--- config.mk ---
export PLATFORM = sky130hd
export DESIGN_NAME = rx_pattern_gen
export DESIGN_NICKNAME = d
export VERILOG_FILES = /design/src/rtl/rx_pattern_gen.sv
export SDC_FILE = /design/constraint.sdc
export NUM_CORES = 1
export LEC_CHECK = 0
export BUFFER_PORTS_ARGS = -buffer_cell sky130_fd_sc_hd__buf_2
export CAP_MARGIN = 5
export CORE_MARGIN = 4
export CORE_UTILIZATION = 51
export CTS_BUF_LIST = sky130_fd_sc_hd__clkbuf_16
export DETAILED_ROUTE_END_ITERATION = 16
export GPL_ROUTABILITY_DRIVEN = 1
export PLACE_DENSITY = 0.76
export SYNTH_ARGS = -nofsm -noshare
export SYNTH_HDL_FRONTEND = slang
export SYNTH_SLANG_ARGS = --single-unit
--- constraint.sdc ---
create_clock -name clk -period 3.75 [get_ports clk]
set_input_delay 0.75 -clock clk [delete_from_list [all_inputs] [get_ports clk]]
set_output_delay 0.75 -clock clk [all_outputs]
set_load 0.01 [all_outputs]
--- src/rtl/rx_pattern_gen.sv ---
// rx_pattern_gen: line-framed multi-channel ADC-style pattern source with valid/first/last framing.
module rx_pattern_gen #(
    parameter int DATA_W  = 12,
    parameter int NUM_CH  = 8,
    parameter int LEN     = 512,
    parameter int GAP     = 4,
    parameter int CH_STEP = 1
) (
    input  logic                     clk,
    input  logic                     reset_n,
    input  logic                     start,
    input  logic                     continuous,
    input  logic [1:0]               mode,
    output logic [NUM_CH*DATA_W-1:0] data_out,
    output logic                     data_valid,
    output logic                     line_first,
    output logic                     line_last,
    output logic                     busy,
    output logic [15:0]              line_cnt
);
    typedef enum logic [1:0] {S_IDLE, S_RUN, S_GAP} state_t;
    localparam logic [15:0] S_LAST = 16'(LEN - 1);
    localparam logic [7:0]  G_LAST = 8'(GAP - 1);
    localparam logic [15:0] SEED   = 16'hACE1;
    state_t                   state_q, state_d;
    logic [15:0]              s_q, s_d, lfsr_q, lfsr_d, cnt_q, cnt_d;
    logic [7:0]               gap_q, gap_d;
    logic [1:0]               mode_q, mode_d;
    logic [NUM_CH*DATA_W-1:0] data_q, data_d;
    logic                     valid_q, first_q, last_q, busy_q;
    logic                     valid_d, first_d, last_d, busy_d;
    logic                     line_end, gap_end, enter;
    // Outputs are computed from next-state values so they register together with the state.
    always_comb begin
        line_end = state_q == S_RUN && s_q == S_LAST;
        gap_end  = (GAP == 0) ? line_end : (state_q == S_GAP && gap_q == G_LAST);
        enter    = (state_q == S_IDLE && start) || (gap_end && continuous);
        state_d  = state_q;
        s_d      = s_q;
        gap_d    = gap_q;
        lfsr_d   = lfsr_q;
        mode_d   = mode_q;
        if (enter) begin
            state_d = S_RUN;
            s_d     = '0;
            lfsr_d  = SEED;
            mode_d  = mode;
        end else if (gap_end) begin
            state_d = S_IDLE;
        end else if (line_end) begin
            state_d = S_GAP;
            gap_d   = '0;
        end else if (state_q == S_RUN) begin
            s_d    = s_q + 16'd1;
            lfsr_d = {lfsr_q[0] ^ lfsr_q[2] ^ lfsr_q[3] ^ lfsr_q[5], lfsr_q[15:1]};
        end else if (state_q == S_GAP) begin
            gap_d = gap_q + 8'd1;
        end
        valid_d = state_d == S_RUN;
        busy_d  = state_d != S_IDLE;
        first_d = valid_d && s_d == '0;
        last_d  = valid_d && s_d == S_LAST;
        cnt_d   = cnt_q + {15'd0, last_d};
        data_d  = '0;
        for (int k = 0; k < NUM_CH; k++) begin
            data_d[k*DATA_W +: DATA_W] = !valid_d ? '0 :
                mode_d == 2'd3 ? {DATA_W{s_d[0]}} :
                (mode_d == 2'd0 ? s_d[DATA_W-1:0] : mode_d == 2'd2 ? lfsr_d[DATA_W-1:0] : '0)
                + DATA_W'(k * CH_STEP);
        end
    end
    always_ff @(posedge clk or negedge reset_n) begin
        if (!reset_n) begin
            state_q <= S_IDLE;
            s_q     <= '0;
            gap_q   <= '0;
            lfsr_q  <= SEED;
            mode_q  <= '0;
            cnt_q   <= '0;
            data_q  <= '0;
            valid_q <= 1'b0;
            first_q <= 1'b0;
            last_q  <= 1'b0;
            busy_q  <= 1'b0;
        end else begin
            state_q <= state_d;
            s_q     <= s_d;
            gap_q   <= gap_d;
            lfsr_q  <= lfsr_d;
            mode_q  <= mode_d;
            cnt_q   <= cnt_d;
            data_q  <= data_d;
            valid_q <= valid_d;
            first_q <= first_d;
            last_q  <= last_d;
            busy_q  <= busy_d;
        end
    end
    assign data_out   = data_q;
    assign data_valid = valid_q;
    assign line_first = first_q;
    assign line_last  = last_q;
    assign busy       = busy_q;
    assign line_cnt   = cnt_q;
endmodule

== Word-level counts from Yosys, hierarchy flattened ==
Cells that the tools add are included.

* $add $sub $neg: 10
* Eq/ne operators: 11
* Multiplexer cells: 33
* Bitwise operators: 5
* Reduce and logical (&&, ||, !) cells: 15

{| class="wikitable"
|+ Operators with widths
! cell !! count
|-
| 12-bit two-way mux || 18
|-
| 16-bit two-way mux || 8
|-
| 12-bit by 3-bit adder with 12-bit output, second input constant || 4
|-
| 16-bit by 9-bit == test with 1-bit output, second input constant || 2
|-
| 12-bit by 2-bit adder with 12-bit output, second input constant || 2
|-
| 8-bit two-way mux || 3
|-
| 16-bit by 1-bit adder with 16-bit output || 1
|-
| 16-bit by 1-bit adder with 16-bit output, second input constant || 1
|-
| 16-bit logical NOT || 1
|-
| 12-bit by 1-bit adder with 12-bit output, second input constant || 1
|-
| 8-bit by 1-bit adder with 8-bit output, second input constant || 1
|-
| 8-bit by 2-bit == test with 1-bit output, second input constant || 1
|-
| 2-bit two-way mux || 4
|-
| 2-bit == test, second input constant || 3
|-
| 1-bit logical AND || 6
|-
| 2-bit nonzero test || 3
|-
| 2-bit by 1-bit == test with 1-bit output, second input constant || 2
|-
| 2-bit logical NOT || 2
|-
| 2-bit by 1-bit != test with 1-bit output, second input constant || 2
|-
| 4-bit AND reduction || 1
|-
| 3-bit AND reduction || 1
|-
| 1-bit XOR || 3
|-
| 2-bit != test, second input constant || 1
|-
| 1-bit NOT || 2
|-
| 1-bit logical OR || 1
|}

* Bits in registers: 160
* Input port bits: 6
* Output and inout port bits: 116
* Logic and storage cells: 86

== Depth between registers and ports, before layout ==
Gate-level depths: netlist (run 1).

* Word-level depth: 12
* Mapped depth: 16

== Least setup slack after synthesis (run 1) ==
OpenSTA, ideal clock, no wires.

* Path kind: input -> register
* Start: in start
* End: reg cnt_q[14] (netlist: line_cnt[14])
* Data arrival time: 3.562 ns
* Data required time: 3.671 ns
* Slack: 0.109 ns
* Stages on the path: 14
* Cells stage by stage: nor3b_1 a31o_1 buf_2 buf_1 nor2_1 or4_1 nor3_1 and4_1 ha_1 ha_1 nand3_1 or2_2 nor2_1 xor2_1

* Cells in the longest elaborated chain, start to end: 6

{| class="wikitable"
|+ Ends and longest elaborated chain
! what !! RTL line !! text
|-
| start: declaration || 11 || <nowiki>input logic start,</nowiki>
|-
| 1-bit logical AND || 37 || <nowiki>enter = (state_q == S_IDLE && start) || (gap_end && continuous);</nowiki>
|-
| 1-bit logical OR || 37 ||
|-
| 16-bit two-way mux || 43 || <nowiki>if (enter) begin</nowiki>
|-
| net s_d[11] || 26 || <nowiki>logic [15:0] s_q, s_d, lfsr_q, lfsr_d, cnt_q, cnt_d;</nowiki>
|-
| 16-bit by 9-bit == test with 1-bit output || 62 || <nowiki>last_d = valid_d && s_d == S_LAST;</nowiki>
|-
| 1-bit logical AND || 62 ||
|-
| net last_d || 31 || <nowiki>logic valid_d, first_d, last_d, busy_d;</nowiki>
|-
| 16-bit by 1-bit adder with 16-bit output || 63 || <nowiki>cnt_d = cnt_q + {15'd0, last_d};</nowiki>
|-
| net cnt_d[14] || 26 ||
|-
| end signal: assignment || 91 || <nowiki>cnt_q <= cnt_d;</nowiki>
|-
| end: declaration || 26 ||
|}

The timed path passes the listed nets, and every way through them passes these cells.
A chain may end at the register's enable or synchronous reset.

== Worst setup path after layout (run 1) ==
* Start: reg s_q[1]
* End: reg data_q[93] (netlist: data_out[93])

* Cells in the longest elaborated chain, start to end: 10

{| class="wikitable"
|+ Ends and longest elaborated chain
! what !! RTL line !! text
|-
| start: declaration || 26 ||
|-
| start signal: assignment || 75 || <nowiki>s_q <= '0;</nowiki>
|-
| start signal: assignment || 87 || <nowiki>s_q <= s_d;</nowiki>
|-
| branches (longest 9 deep; another with 16-bit by 1-bit adder with 16-bit output) || n/a ||
|-
| 12-bit two-way mux * || 66 || <nowiki>data_d[k*DATA_W +: DATA_W] = !valid_d ? '0 :</nowiki>
|-
| net data_d[93] || 29 || <nowiki>logic [NUM_CH*DATA_W-1:0] data_q, data_d;</nowiki>
|-
| end signal: assignment || 92 || <nowiki>data_q <= data_d;</nowiki>
|-
| end: declaration || 29 ||
|}

Mark *: on every way through the listed nets, which the timed path passes. The select of a mux whose other input is x is not followed.

==> results of run 1 <==
-- layout make-up --
type	count	area [um2]	share of cell area [%]
Multi-Input combinational cell	498	3280	36.4
Timing Repair Buffer	174	1020	11.3
Sequential cell	150	3770	41.8
Inverter	17	63.8	0.708
Tap cell	180	225	2.50
Clock buffer	17	425	4.72
Clock inverter	15	225	2.50
-- report_power, final --
group | leakage, nW | total (mW) | internal [mW] | switching [mW]
Clock | 0.319 | 1.87 | 1.19 | 0.681
Sequential | 1.84 | 2.42 | 2.16 | 0.268
Combinational | 2.11 | 2.46 | 0.988 | 1.48
Total | 4.26 | 6.75 | 4.33 | 2.42
-- registers in the layout, summed over array words and instances (netlist names) --
name and flops:
line_cnt 16, s_q 16, data_valid 1, gap_q 8, busy 1, lfsr_q 16
line_first 1, line_last 1, state_q 2, data_out 86, mode_q 2
-- layout by cell type, fill, tap and decap left out, types with 3 or more instances in the layout --
master / Yosys / final
nand2b_1: 4 / 4
o211a_1: 3 / 3
and3_1: 8 / 8
nand2_1: 53 / 53
inv_2: 4 / 4
dfstp_2: 8 / 8
xnor2_1: 30 / 30
or2_2: 3 / 3
inv_6: 0 / 3
inv_1: 13 / 14
a21o_1: 5 / 5
nor2_1: 65 / 64
a211o_1: 3 / 3
ha_1: 13 / 12
nor3_1: 14 / 12
a21oi_1: 68 / 67
nor3_2: 4 / 5
nor2b_1: 6 / 6
dfrtp_1: 142 / 140
a211oi_1: 23 / 23
and2_1: 8 / 8
clkbuf_16: 0 / 17
nor4_1: 3 / 3
buf_4: 12 / 52
o21ai_0: 20 / 20
mux2i_1: 21 / 21
a31oi_1: 15 / 15
nand3_1: 33 / 33
o21ai_1: 6 / 5
xor2_1: 13 / 13
nand4_1: 16 / 16
a311oi_1: 7 / 7
or4_4: 2 / 3
bufinv_16: 0 / 5
and4_1: 6 / 6
buf_2: 8 / 120
-- timing repair --
action / CTS / global route
gates resized for setup: 1 / 12
pin swaps: 0 / 2
setup buffers: 0 / 2
setup endpoints to repair: 5 / 28
-- stage by stage --
stage	hold slack (ps)	setup TNS [ps]	setup WS, ps
after detailed placement	482	-92.7	-35.3
after global routing	438	0	13.3
after floorplan	454	0	109
after global placement	466	0	112
after CTS	430	0	37.1
final	398	0	190
-- worst min path at each step --
stage / start / end / slack (ps) / depth (start not counted)
after global routing: reset_n / gap_q[5] / 440 / 1
after CTS: reset_n / gap_q[5] / 430 / 1
after detailed placement: line_cnt[15] / line_cnt[15] / 480 / 1
after global placement: line_cnt[15] / line_cnt[15] / 470 / 1
final: reset_n / gap_q[5] / 400 / 1
after floorplan: reset_n / busy / 450 / 0
-- synth_stat cells (all sizes together), types with 4 or more instances --
cell    count
nor2       66
a21oi      69
mux2i      22
a31oi      15
a21o        5
dfrtp     142
nand3      33
nor2b       6
xor2       13
and4        6
dfstp       8
ha         13
or3         4
clkbuf     20
nor4        6
and2        8
nor3       18
xnor2      30
inv        17
o21ai      26
a211oi     24
and3        8
nand2      53
or4         5
nand2b      4
nand4      16
a311oi      7
buf        26
-- per-layer routing --
metal  vias to the layer above  global-route usage (%)
li1                       2841                       -
met1                      3084                    32.8
met2                       284                    38.2
met3                        41                    5.81
met4                         0                    9.55
met5                         -                       0
-- cells by family (layout without fill, tap and decap cells) --
family | count (synthesis) | after routing | share of synthesized area (%)
buf+inv | 63 | 223 | 4.32
xor+xnor | 43 | 43 | 5.16
compound gates | 174 | 174 | 15.4
simple gates | 244 | 244 | 17.7
fa+ha+maj | 13 | 13 | 2.23
mux | 24 | 24 | 3.53
flops | 150 | 150 | 51.6
==> out/results.ini, run 1 <==
[grt]
grt_start_max_net_pins=93
grt_pass1_vias=6193
antenna_found_initial=0
overflow=0
grt.total_usage_pct=24.3
grt_pass1_wl_um=31300

[worst_setup_path]
end_kind=flip-flop
startpoint=s_q[1]
critPathCapture=data_out[93]
worstRegToRegCells=14
critical_path_peak_fanout=10
crit_cells=14
critPathMaxStageDelay_ps=440
timing.rr.start=s_q[1]
critical_path.startpoint_type=flip-flop
rr_endpoint=data_out[93]
path_buf_inv=4
cp_cell_sequence=ha_4 -> and4_1 -> nand4_1 -> buf_4 -> nand2_1 -> buf_4 -> mux2i_1 -> a211o_1 -> buf_4 -> ha_1 -> a31oi_1 -> buf_4 -> a21oi_1 -> a211oi_1
r2r_slack_ps=190
path_class=flip-flop to flip-flop
crit_family=compound AO/OA/AOI/OAI gates
cp.required_ps=4060
cp.arrival_ps=3870
cp_common_cell=buf_4
cp_slowest_cell=dfrtp_2

[synth]
yosysWarnings=0
syn-num-nets=730
netlist_instances=711
avgSynthCellArea_um2=10.3
yosys.area.top_type_share_pct=48.7
synth_top_cell_by_area=dfrtp_1
synth_edf_count=0
ys_seq_elements=150
synth.distinct_cells=72
syn_area_um2=7290
synth_ff_type=dfrtp_1
async_reset_ff_share_pct=100
ys_seq_area_share_pct=51.6
synth_area_leaders=dfrtp_1, a21oi_1, xnor2_1

[die]
pin_count=122
die_x_um=128
rows=43
die_y_um=128
core-area_um2=13900
start_util_pct=52.3
die_area_um2=16300

[routing]
highest_layer=met4
post_drt_wl_per_cell_um=18.6
drc=0
vias_per_cell=5.95
met1_length_um=8230
drt_pass1_iterations=5
routed_wl_um=19500
ant_nets=0
drt_iter0_drc=564
vias=6250
met2WireLength_um=9230
routed-wl-met3_um=1560

[placement]
gp_congestion=0.924
portBuffers=121
dpl-instance-area_um2=8280
placed_cells_incl_taps=1017
hpwlAfterDp_um=13900

[timing]
finalCritPeriodShare_pct=94.9
worst_pin_slew_ps=920
hold_violations=0
drv_slew=0
max_freq_ghz=0.281
rsz0062_at_grt=false
slew_headroom_pct=38.4
clock_skew_ps=7.45
setup_violations=0
finalCriticalPeriod_ps=3560

[layout]
fill_cells=1058
layout.cells.non_filler=1051
nNetsFinal=877
area_delta_synth_final_pct=23.5
layout-drive-gt1-share_pct=29.2
antenna-diode-count=0
fin_area_um2=9010
final_core_util_pct=64.6

[power]
vdd_ir_drop_max_v=0.000363
p_leak_nw=4.26
total_power_mw=6.75
p_per_area_nw_per_um2=750

[cts]
clk_path_buf_depth=2
clk_pin_slew_ps=60
cts_root_buf=clkbuf_16
cts.sinks=150
cts_buffers=17
htreeDepth=4
postCtsHoldBufs=0
cts_tree=done
clock_latency_ps=420

[run]
maxCapViolations=0

[status]
status=finished, final reports clean

[hold_path]
hp-class=input port to asynchronous set/reset pin

Power figures use the tool's default switching activity.
==> run 2: changes to the inputs <==
--- a/config.mk
+++ b/config.mk
@@ -13,4 +13,5 @@
 export DETAILED_ROUTE_END_ITERATION = 16
 export GPL_ROUTABILITY_DRIVEN = 1
+export MAX_ROUTING_LAYER = met4
 export PLACE_DENSITY = 0.76
 export SYNTH_ARGS = -nofsm -noshare
==> constraint.sdc (replaced) <==
create_clock -name clk -period 3.75 [get_ports clk]
set_input_delay 0.375 -clock clk [delete_from_list [all_inputs] [get_ports clk]]
set_output_delay 0.375 -clock clk [all_outputs]
set_load 0.01 [all_outputs]
==> out/results.ini, run 2 (synthesis results as in run 1) <==
[status]
status=finished with violations
violations=hold timing

[layout]
area_delta_synth_final_pct=22.1
final_cell_mix=dfrtp_1, buf_2, a21oi_1
nNetsFinal=873
layout-drive-gt1-share_pct=29.5
layout.cells.non_filler=1047
antenna-diode-count=0
fill_cells=1108
largest_reg_flops=86
fin_area_um2=8910
mostFrequentLayoutCell=dfrtp_1

[grt]
overflow=0
grt_pass1_vias=6144
grt_start_max_net_pins=86
antenna_found_initial=0
grt_pass1_wl_um=31700
grt.total_usage_pct=25.5

[worst_setup_path]
end_kind=flip-flop
critical_path.startpoint_type=flip-flop
cp.arrival_ps=3940
critical_path_peak_fanout=4
cp.required_ps=4100
path_class=flip-flop to flip-flop
worstRegToRegCells=15

[timing]
worst_pin_slew_ps=984
setup_violations=0
finalCritPeriodShare_pct=95.7
rsz0062_at_grt=true
setup-tns-final_ps=0
drv_slew=0
slew_headroom_pct=34.1
hold_violations=6
clock_skew_ps=11.3
finalCriticalPeriod_ps=3590
max_freq_ghz=0.279
hold_slack_ps=-9.64

[power]
clockPowerShare_pct=24.4
p_per_area_nw_per_um2=724
combPwrFrac_pct=38.0
p_sw_mw=2.42
p_leak_nw=4.20
intPower_mw=4.03
swShare_pct=37.5
sequentialPowerShare_pct=37.6
vdd_ir_drop_max_v=0.000394

[cts]
cts_tree=done
postCtsHoldBufs=0
clk_path_buf_depth=2
htreeDepth=4
clock_latency_ps=430
cts.sinks=150
clk_pin_slew_ps=60
cts_root_buf=clkbuf_16
cts_buffers=17

[routing]
ant_nets=0
drt_pass1_iterations=6
drt_iter0_drc=745
drc=0
vias=6266
vias_per_cell=5.98
post_drt_wl_per_cell_um=19.1
routed_wl_um=20000

[placement]
dpl-instance-area_um2=8250
hpwlAfterDp_um=14000
placed_cells_incl_taps=1012
portBuffers=121
gp_congestion=0.979

[die]
rows=43
die_y_um=128
start_util_pct=52.3
pin_count=122
die_area_um2=16300
core-area_um2=13900
die_x_um=128

[run]
maxCapViolations=0

[hold_path]
hp-class=input port to asynchronous set/reset pin

[run 2: power by group through the flow]
stage                     combinational (mW)  clock, mW  sequential, mW
after floorplan                         1.30          0            2.58
after global placement                  2.33          0            2.42
after detailed placement                2.38          0            2.44
after CTS                               2.39       1.60            2.42
after global routing                    2.66       1.68            2.47
final                                   2.45       1.57            2.42
[run 2: timing repair]
action,CTS,global route
resized for setup,1,23
endpoints found under the setup margin,2,35
buffers inserted,0,3
pin swaps,0,6
[run 2: path summary, 6_finish.rpt]
check / start / endpoint / slack [ps]
setup / recovery: s_q[1] / line_cnt[14] / 160
hold / removal: reset_n / gap_q[6] / -10
setup reg to reg: s_q[1] / line_cnt[14] / 160
hold reg to reg: line_cnt[15] / line_cnt[15] / 480
max in group asynchronous: reset_n / lfsr_q[15] / 2920
min in group clk: mode[0] / mode_q[0] / 340
[run 2: layout make-up]
cell class	count	area, um2	area share (%)
clock buffer	17	425	4.78
clock inverter	15	116	1.31
inverter	17	63.8	0.716
multi-input combinational	498	3320	37.3
sequential	150	3760	42.3
tap	180	225	2.53
timing repair buffer	170	992	11.1
[run 2: stage by stage]
step	utilization, %	power (mW)	setup WS, ps
after floorplan	-	3.87	201
after global placement	59.2	4.75	93.2
after detailed placement	59.2	4.81	-35.2
after CTS	63.1	6.41	13.9
after global routing	63.9	6.81	-68.8
final	63.9	6.45	161
[run 2: critical path, cell delays in order, from the launching register on]
cell and delay, ps:
dfrtp_2 430, ha_4 190, and4_1 200, nand4_1 110, nand4_1 230, xor2_2 260
nor2_2 70, or4_4 530, nor3_4 220, and4_1 240, ha_2 200, ha_2 180
nand3_2 90, or2_4 270, nor2_2 120, xor2_1 150
[run 2: routing by layer]
layer	GRT usage, %	vias up	wire length, um
met4	8.86	0	391
met3	5.73	44	1910
met2	37.9	346	9540
met5	-	-	0
li1	-	2833	-
met1	35.0	3043	8190
